<file path="config.mk">
export PLATFORM = sky130hd
export DESIGN_NAME = seg_reader
export DESIGN_NICKNAME = d
export VERILOG_FILES = /design/src/rtl/seg_pkg.sv /design/src/rtl/seg_sync.sv /design/src/rtl/seg_reader.sv
export SDC_FILE = /design/constraint.sdc
export NUM_CORES = 1
export LEC_CHECK = 0
export BUFFER_PORTS_ARGS = -buffer_cell sky130_fd_sc_hd__buf_2
export CAP_MARGIN = 20
export CORE_MARGIN = 1.5
export CORE_UTILIZATION = 60
export CTS_BUF_LIST = sky130_fd_sc_hd__clkbuf_4
export CTS_CLUSTER_DIAMETER = 80
export DETAILED_ROUTE_END_ITERATION = 7
export PLACE_DENSITY = 0.8
export SYNTH_ARGS = -nofsm -noshare
export SYNTH_HDL_FRONTEND = slang
export SYNTH_SLANG_ARGS = --single-unit
</file>
<file path="constraint.sdc">
create_clock -name clk -period 4.79 [get_ports clk]
set_input_delay 0.958 -clock clk [delete_from_list [all_inputs] [get_ports clk]]
set_output_delay 0.958 -clock clk [all_outputs]
set_load 0.02 [all_outputs]
</file>
<file path="src/rtl/seg_pkg.sv">
// Shared 7-segment definitions: active-low patterns (gfedcba, 0 = lit),
// event kinds and the pattern-to-nibble reverse map.
package seg_pkg;

  localparam logic [6:0] SEG_0     = 7'h40;
  localparam logic [6:0] SEG_1     = 7'h79;
  localparam logic [6:0] SEG_2     = 7'h24;
  localparam logic [6:0] SEG_3     = 7'h30;
  localparam logic [6:0] SEG_4     = 7'h19;
  localparam logic [6:0] SEG_5     = 7'h12;
  localparam logic [6:0] SEG_6     = 7'h02;
  localparam logic [6:0] SEG_7     = 7'h78;
  localparam logic [6:0] SEG_8     = 7'h00;
  localparam logic [6:0] SEG_9     = 7'h10;
  localparam logic [6:0] SEG_A     = 7'h08;
  localparam logic [6:0] SEG_B     = 7'h03;
  localparam logic [6:0] SEG_C     = 7'h46;
  localparam logic [6:0] SEG_D     = 7'h21;
  localparam logic [6:0] SEG_E     = 7'h06;
  localparam logic [6:0] SEG_F     = 7'h0E;
  localparam logic [6:0] SEG_BLANK = 7'h7F;

  typedef enum logic [1:0] {
    EV_HEX     = 2'd0,
    EV_BLANK   = 2'd1,
    EV_ILLEGAL = 2'd2
  } ev_kind_e;

  typedef struct packed {
    ev_kind_e   kind;
    logic [3:0] value;
  } seg_dec_t;

  // Value is forced to 0 for blank and illegal patterns.
  function automatic seg_dec_t seg_to_nibble(input logic [6:0] pat);
    seg_dec_t r;
    r.kind  = EV_HEX;
    r.value = 4'h0;
    case (pat)
      SEG_0:     r.value = 4'h0;
      SEG_1:     r.value = 4'h1;
      SEG_2:     r.value = 4'h2;
      SEG_3:     r.value = 4'h3;
      SEG_4:     r.value = 4'h4;
      SEG_5:     r.value = 4'h5;
      SEG_6:     r.value = 4'h6;
      SEG_7:     r.value = 4'h7;
      SEG_8:     r.value = 4'h8;
      SEG_9:     r.value = 4'h9;
      SEG_A:     r.value = 4'hA;
      SEG_B:     r.value = 4'hB;
      SEG_C:     r.value = 4'hC;
      SEG_D:     r.value = 4'hD;
      SEG_E:     r.value = 4'hE;
      SEG_F:     r.value = 4'hF;
      SEG_BLANK: r.kind  = EV_BLANK;
      default:   r.kind  = EV_ILLEGAL;
    endcase
    return r;
  endfunction

endpackage

</file>
<file path="src/rtl/seg_sync.sv">
// Two-flop synchronizer; resets to all ones (idle level of active-low lines).
module seg_sync #(
  parameter int unsigned WIDTH = 1
) (
  input  logic             clk,
  input  logic             rst,
  input  logic [WIDTH-1:0] d,
  output logic [WIDTH-1:0] q
);

  logic [WIDTH-1:0] meta_q;
  logic [WIDTH-1:0] sync_q;

  // Metastability chain.
  always_ff @(posedge clk or posedge rst) begin
    if (rst) begin
      meta_q <= '1;
      sync_q <= '1;
    end else begin
      meta_q <= d;
      sync_q <= meta_q;
    end
  end

  assign q = sync_q;

endmodule

</file>
<file path="src/rtl/seg_reader.sv">
// Recovers hex digits from a multiplexed active-low 7-segment bus and reports
// each stored digit change on a single-entry valid/ready event port.
module seg_reader
  import seg_pkg::*;
#(
  parameter int unsigned DIGITS        = 4,
  parameter int unsigned STABLE_CYCLES = 16,
  localparam int unsigned CNT_W        = $clog2(STABLE_CYCLES + 1)
) (
  input  logic                  clk,
  input  logic                  rst,
  input  logic [6:0]            seg_n,
  input  logic [DIGITS-1:0]     an_n,
  output logic [4*DIGITS-1:0]   digits,
  output logic [DIGITS-1:0]     digit_vld,
  output logic                  ev_valid,
  input  logic                  ev_ready,
  output logic [2:0]            ev_digit,
  output logic [3:0]            ev_value,
  output logic [1:0]            ev_kind,
  output logic                  ovf,
  input  logic                  clr_ovf
);

  localparam logic [CNT_W-1:0] CntMax = CNT_W'(STABLE_CYCLES - 1);

  logic [6:0]        s_seg;
  logic [DIGITS-1:0] s_an;

  seg_sync #(.WIDTH(7)) u_sync_seg (
    .clk (clk),
    .rst (rst),
    .d   (seg_n),
    .q   (s_seg)
  );

  seg_sync #(.WIDTH(DIGITS)) u_sync_an (
    .clk (clk),
    .rst (rst),
    .d   (an_n),
    .q   (s_an)
  );

  // Stability tracking state.
  logic [6+DIGITS:0] sample_q;
  logic [CNT_W-1:0]  cnt_q, cnt_d;
  logic              committed_q, committed_d;
  logic              stable, one_zero, commit;
  logic [3:0]        zeros;

  // Per-digit stored state; kind is kept internally so illegal is remembered.
  logic [4*DIGITS-1:0] digits_q;
  logic [DIGITS-1:0]   vld_q;
  ev_kind_e            kind_q [DIGITS];

  // Event register.
  logic       ev_valid_q;
  logic [2:0] ev_digit_q;
  logic [3:0] ev_value_q;
  ev_kind_e   ev_kind_q;
  logic       ovf_q;

  seg_dec_t          dec;
  logic              new_vld, changed, ev_new, ev_load, ev_drop;
  logic [2:0]        sel_idx;
  logic [DIGITS-1:0] wr_en;

  // Stability counter and commit decision.
  always_comb begin
    stable = ({s_seg, s_an} == sample_q);
    zeros  = 4'd0;
    for (int i = 0; i < DIGITS; i++) begin
      zeros = zeros + {3'b000, ~s_an[i]};
    end
    one_zero = (zeros == 4'd1);
    // Requiring equality this cycle too keeps a just-changed pattern out.
    commit   = stable && (cnt_q == CntMax) && !committed_q && one_zero;

    cnt_d       = cnt_q;
    committed_d = committed_q;
    if (!stable) begin
      cnt_d       = '0;
      committed_d = 1'b0;
    end else begin
      if (cnt_q != CntMax) begin
        cnt_d = cnt_q + CNT_W'(1);
      end
      if (commit) begin
        committed_d = 1'b1;
      end
    end
  end

  // Decode the stable pattern and compare it with the selected digit's state.
  always_comb begin
    dec     = seg_to_nibble(s_seg);
    new_vld = (dec.kind == EV_HEX);
    sel_idx = 3'd0;
    changed = 1'b0;
    for (int i = 0; i < DIGITS; i++) begin
      if (!s_an[i]) begin
        sel_idx = 3'(i);
        if ((new_vld != vld_q[i]) || (dec.value != digits_q[4*i +: 4]) ||
            (dec.kind != kind_q[i])) begin
          changed = 1'b1;
        end
      end
    end
    ev_new  = commit && changed;
    wr_en   = ev_new ? ~s_an : '0;
    ev_load = ev_new && (!ev_valid_q || ev_ready);
    ev_drop = ev_new && ev_valid_q && !ev_ready;
  end

  // Sample register, counter and commit flag.
  always_ff @(posedge clk or posedge rst) begin
    if (rst) begin
      sample_q    <= '1;
      cnt_q       <= '0;
      committed_q <= 1'b0;
    end else begin
      sample_q    <= {s_seg, s_an};
      cnt_q       <= cnt_d;
      committed_q <= committed_d;
    end
  end

  // Digit storage; updates even when the event itself is dropped.
  always_ff @(posedge clk or posedge rst) begin
    if (rst) begin
      digits_q <= '0;
      vld_q    <= '0;
      for (int i = 0; i < DIGITS; i++) begin
        kind_q[i] <= EV_BLANK;
      end
    end else begin
      for (int i = 0; i < DIGITS; i++) begin
        if (wr_en[i]) begin
          digits_q[4*i +: 4] <= dec.value;
          vld_q[i]           <= new_vld;
          kind_q[i]          <= dec.kind;
        end
      end
    end
  end

  // Single-entry event register with back-to-back load and sticky overflow.
  always_ff @(posedge clk or posedge rst) begin
    if (rst) begin
      ev_valid_q <= 1'b0;
      ev_digit_q <= 3'd0;
      ev_value_q <= 4'd0;
      ev_kind_q  <= EV_HEX;
      ovf_q      <= 1'b0;
    end else begin
      if (ev_load) begin
        ev_valid_q <= 1'b1;
        ev_digit_q <= sel_idx;
        ev_value_q <= dec.value;
        ev_kind_q  <= dec.kind;
      end else if (ev_valid_q && ev_ready) begin
        ev_valid_q <= 1'b0;
      end
      if (ev_drop) begin
        ovf_q <= 1'b1;
      end else if (clr_ovf) begin
        ovf_q <= 1'b0;
      end
    end
  end

  assign digits    = digits_q;
  assign digit_vld = vld_q;
  assign ev_valid  = ev_valid_q;
  assign ev_digit  = ev_digit_q;
  assign ev_value  = ev_value_q;
  assign ev_kind   = ev_kind_q;
  assign ovf       = ovf_q;

endmodule

</file>
==> results by group <==
Worst hold path
  – Hold endpoint: u_sync_an.q[2]
  – Hold Path Class: reg -> reg
  – Worst hold start: u_sync_an.meta_q[2]
  – Hold depth: 0

Timing
  – Minimum clock period after layout: 4.10 ns
  – Max Slew Vio Count: 0
  – Relative slew margins: 0.501
  – Peak Freq: 244 MHz
  – Setup TNS: 0 ns
  – Slew @ Worst Pin: 0.743 ns
  – Final Hold Viols: 0
  – Period utilisation layout: 0.856
  – Worst Skew: around 0.011 ns
  – Unrepaired setup endpoints after global routing: false
  – Final setup violation count: 0

Floorplan
  – IO Count: 46
  – Core Rows: 29
  – Starting Density: 0.621
  – Die ar.: roughly 7000 µm²
  – Core area: 6390 µm²
  – Die W: about 84 µm
  – Die Ht: 84.3 µm

Layout
  – P&R area growth vs syn: 10.8%
  – Fillers: 467
  – Commonest non-fill, non-tap cell in the layout: buf_2
  – Commonest non-fill, non-tap cells in the layout: buf_2 (44), dfrtp_1 (40), dfstp_2 (37)
  – Antenna cells: 0
  – Final #Nets: 398
  – Layout cells sized above 1: 0.373

Yosys
  – Post-synth EDFFs: 0
  – Count of cell types in the netlist: 70
  – Area share of the largest cell type after synthesis: 0.252
  – Synth Warn #: 0
  – Post-Syn Area: a little under 4000 µm²
  – Syn Inst Count: 339
  – Area contributors post-synth: dfrtp_1 (25%), dfstp_2 (25%), mux2_2 (8.2%), xor2_1 (3.8%), nand2_1 (1.8%)
  – Seq cells post-synth: 77
  – Post-synthesis sequential area ratio: 0.497
  – Prevailing post-synth register cell: dfrtp_1
  – Area leader, netlist: dfrtp_1
  – Syn_area_per_cell: 11.7 µm²
  – Fraction of registers with async set/reset: 1.00
  – Syn_nets: 359

Routing
  – Routed Antenna Nets: 0
  – DRC Markers: 0
  – Routed len/inst: 17.6 µm
  – Vias per cell: between 6 and 7
  – DRT iter0 DRCs: 245
  – Drt first pass iters: 4
  – DR vias: 2808
  – DRT Wirelength: 8.07 mm

Power
  – Peak supply drop: 0.199 mV
  – Total leakage power: 2.03 nW
  – Total Power: 1.26 mW
  – P per Cell Area: 288 nW/µm²

GRT
  – Largest net degree at the start of global routing: 52
  – Total grt overflow: 0
  – First-pass GRT wire length: ~14 mm
  – GR peak layer: met2
  – Initial antenna violation count: 0
  – Met1 Use GR: 0.361
  – All-Layer GR Usage: 0.246
  – Met2 usage: 0.366
  – Vias in the first global route: 2693
  – Met3 global-route usage: 0.0501

CTS
  – CTS clock-pin slew for the worst setup and hold paths: approximately 0.11 ns
  – CTS tree: yes
  – Clock Sinks: 77
  – CTS buffer count: 9
  – Htree depth: 3
  – Clock Latency Late Sink: 0.41 ns
  – Post-CTS setup buffer count: 0
  – Post-cts sizing count: 0
  – CTS Hold Bufs: 0
  – Root Buffer: clkbuf_4
  – Clk buf depth: 2

Setup path
  – Data required, critical path: between 5 and 6 ns
  – Reg2Reg Setup Slack: 0.69 ns
  – Worst-path maximum fanout: 19
  – Startpoint types: flip-flop
  – WP data arrival: between 4 and 5 ns
  – Reg-to-reg endpoint: kind_q[3]
  – Reg2Reg Depth: 8
  – CP startpoint: u_sync_seg.q[5]
  – CP Class: reg -> reg
  – Setup crit end kind: flip-flop
  – Worst reg2reg startpoint: u_sync_seg.q[5]

Place
  – Routability cong.: 0.833
  – Detail Placement HPWL: a little under 6 mm
  – Port bufs: 44

Flow run
  – Max_cap viols: 0

Outcome
  – Status: finished, final reports clean
[how the worst max path moves through the flow]
stage	end	slack [ns]
after CTS	ev_kind[1]	0.71
after global routing	ev_digit[1]	0.29
after detailed placement	ev_kind[0]	0.73
after floorplan	digits[4]	1.30
after global placement	digits[4]	0.87
final	kind_q[3]	0.69
[critical path, stage by stage, from the launching register on]
cell	delay (ns)
dfstp_2	0.74
or3b_2	0.21
a211o_1	0.21
nand3_1	0.27
nor3_1	0.70
a2111oi_0	0.27
nor4_1	0.70
a41oi_2	0.48
mux2_2	0.41
[state kept, by name, indices dropped and copies added, names as in the netlist]
| name | cells |
|---|---|
| committed_q | 1 |
| u_sync_an.q | 4 |
| ev_value | 4 |
| u_sync_seg.meta_q | 7 |
| u_sync_an.meta_q | 4 |
| u_sync_seg.q | 7 |
| digits | 16 |
| cnt_q | 5 |
| kind_q | 8 |
| ev_kind | 2 |
| sample_q | 11 |
| ev_digit | 2 |
| ovf | 1 |
| ev_valid | 1 |
| digit_vld | 4 |
[power by group]
| part | leakage (nW) | total (mW) | internal (mW) | switching, mW |
|---|---|---|---|---|
| clock | 0.0985 | 0.479 | 0.274 | 0.205 |
| sequential | 0.947 | 0.700 | 0.676 | 0.0240 |
| combinational | 0.981 | 0.0857 | 0.0339 | 0.0519 |
[stage by stage]
stage | setup WS (ns) | hold slack [ns] | area (µm²) | std cells | util
after floorplan | 1.30 | 0.345 | 3970 | 339 | -
after global placement | 0.872 | 0.346 | 4190 | 443 | 0.657
after detailed placement | 0.732 | 0.347 | 4190 | 443 | 0.657
after CTS | 0.709 | 0.363 | 4370 | 459 | 0.685
after global routing | 0.286 | 0.366 | 4390 | 460 | 0.688
final | 0.688 | 0.361 | 4390 | 460 | 0.688
[cells by family (layout without fill, tap and decap cells)]
kind of cell / count (synthesis) / after routing / share of synthesized area
AOI/OAI and AO/OA: 56 / 56 / 0.132
and+or+nand+nor: 107 / 107 / 0.157
muxes: 37 / 37 / 0.103
adders and majority gates: 5 / 5 / 0.0177
buffers and inverters: 32 / 76 / 0.0388
other: 1 / 1 / 0.000945
xor gates and xnor gates: 24 / 24 / 0.0530
DFF: 77 / 77 / 0.497
[synth_stat cells (3+ instances only)]
cell,number
nor2_1,16
and3b_1,3
ha_1,4
o21ai_0,4
o211ai_1,5
buf_2,9
clkbuf_1,5
nor2b_1,3
or3_1,6
dfstp_2,37
nor3_1,6
a41o_1,3
a2111oi_0,4
nor4_1,5
xnor2_1,7
a21oi_1,8
mux2_2,29
and3_1,5
inv_1,13
nand4_1,4
mux2i_1,6
nand2b_1,7
nor4b_1,3
nand2_1,19
xor2_1,17
a41oi_2,4
nand3_1,11
dfrtp_1,40
[per-layer routing]
metal	wire length, µm	vias up
met1	3700	1388
met5	0	-
li1	-	1329
met4	150	0
met2	3750	79
met3	465	12
[cell type report]
class	count	area [µm²]	share of cell area
clock buffers	11	82.6	0.0188
multi-input cells	230	1840	0.419
inverters	13	48.8	0.0111
flip-flops and latches	77	1970	0.449
clock inverters	5	98.8	0.0225
repair buffers	47	255	0.0581
well taps	77	96.3	0.0219
Note: power is estimated with default switching activity, not from simulation.
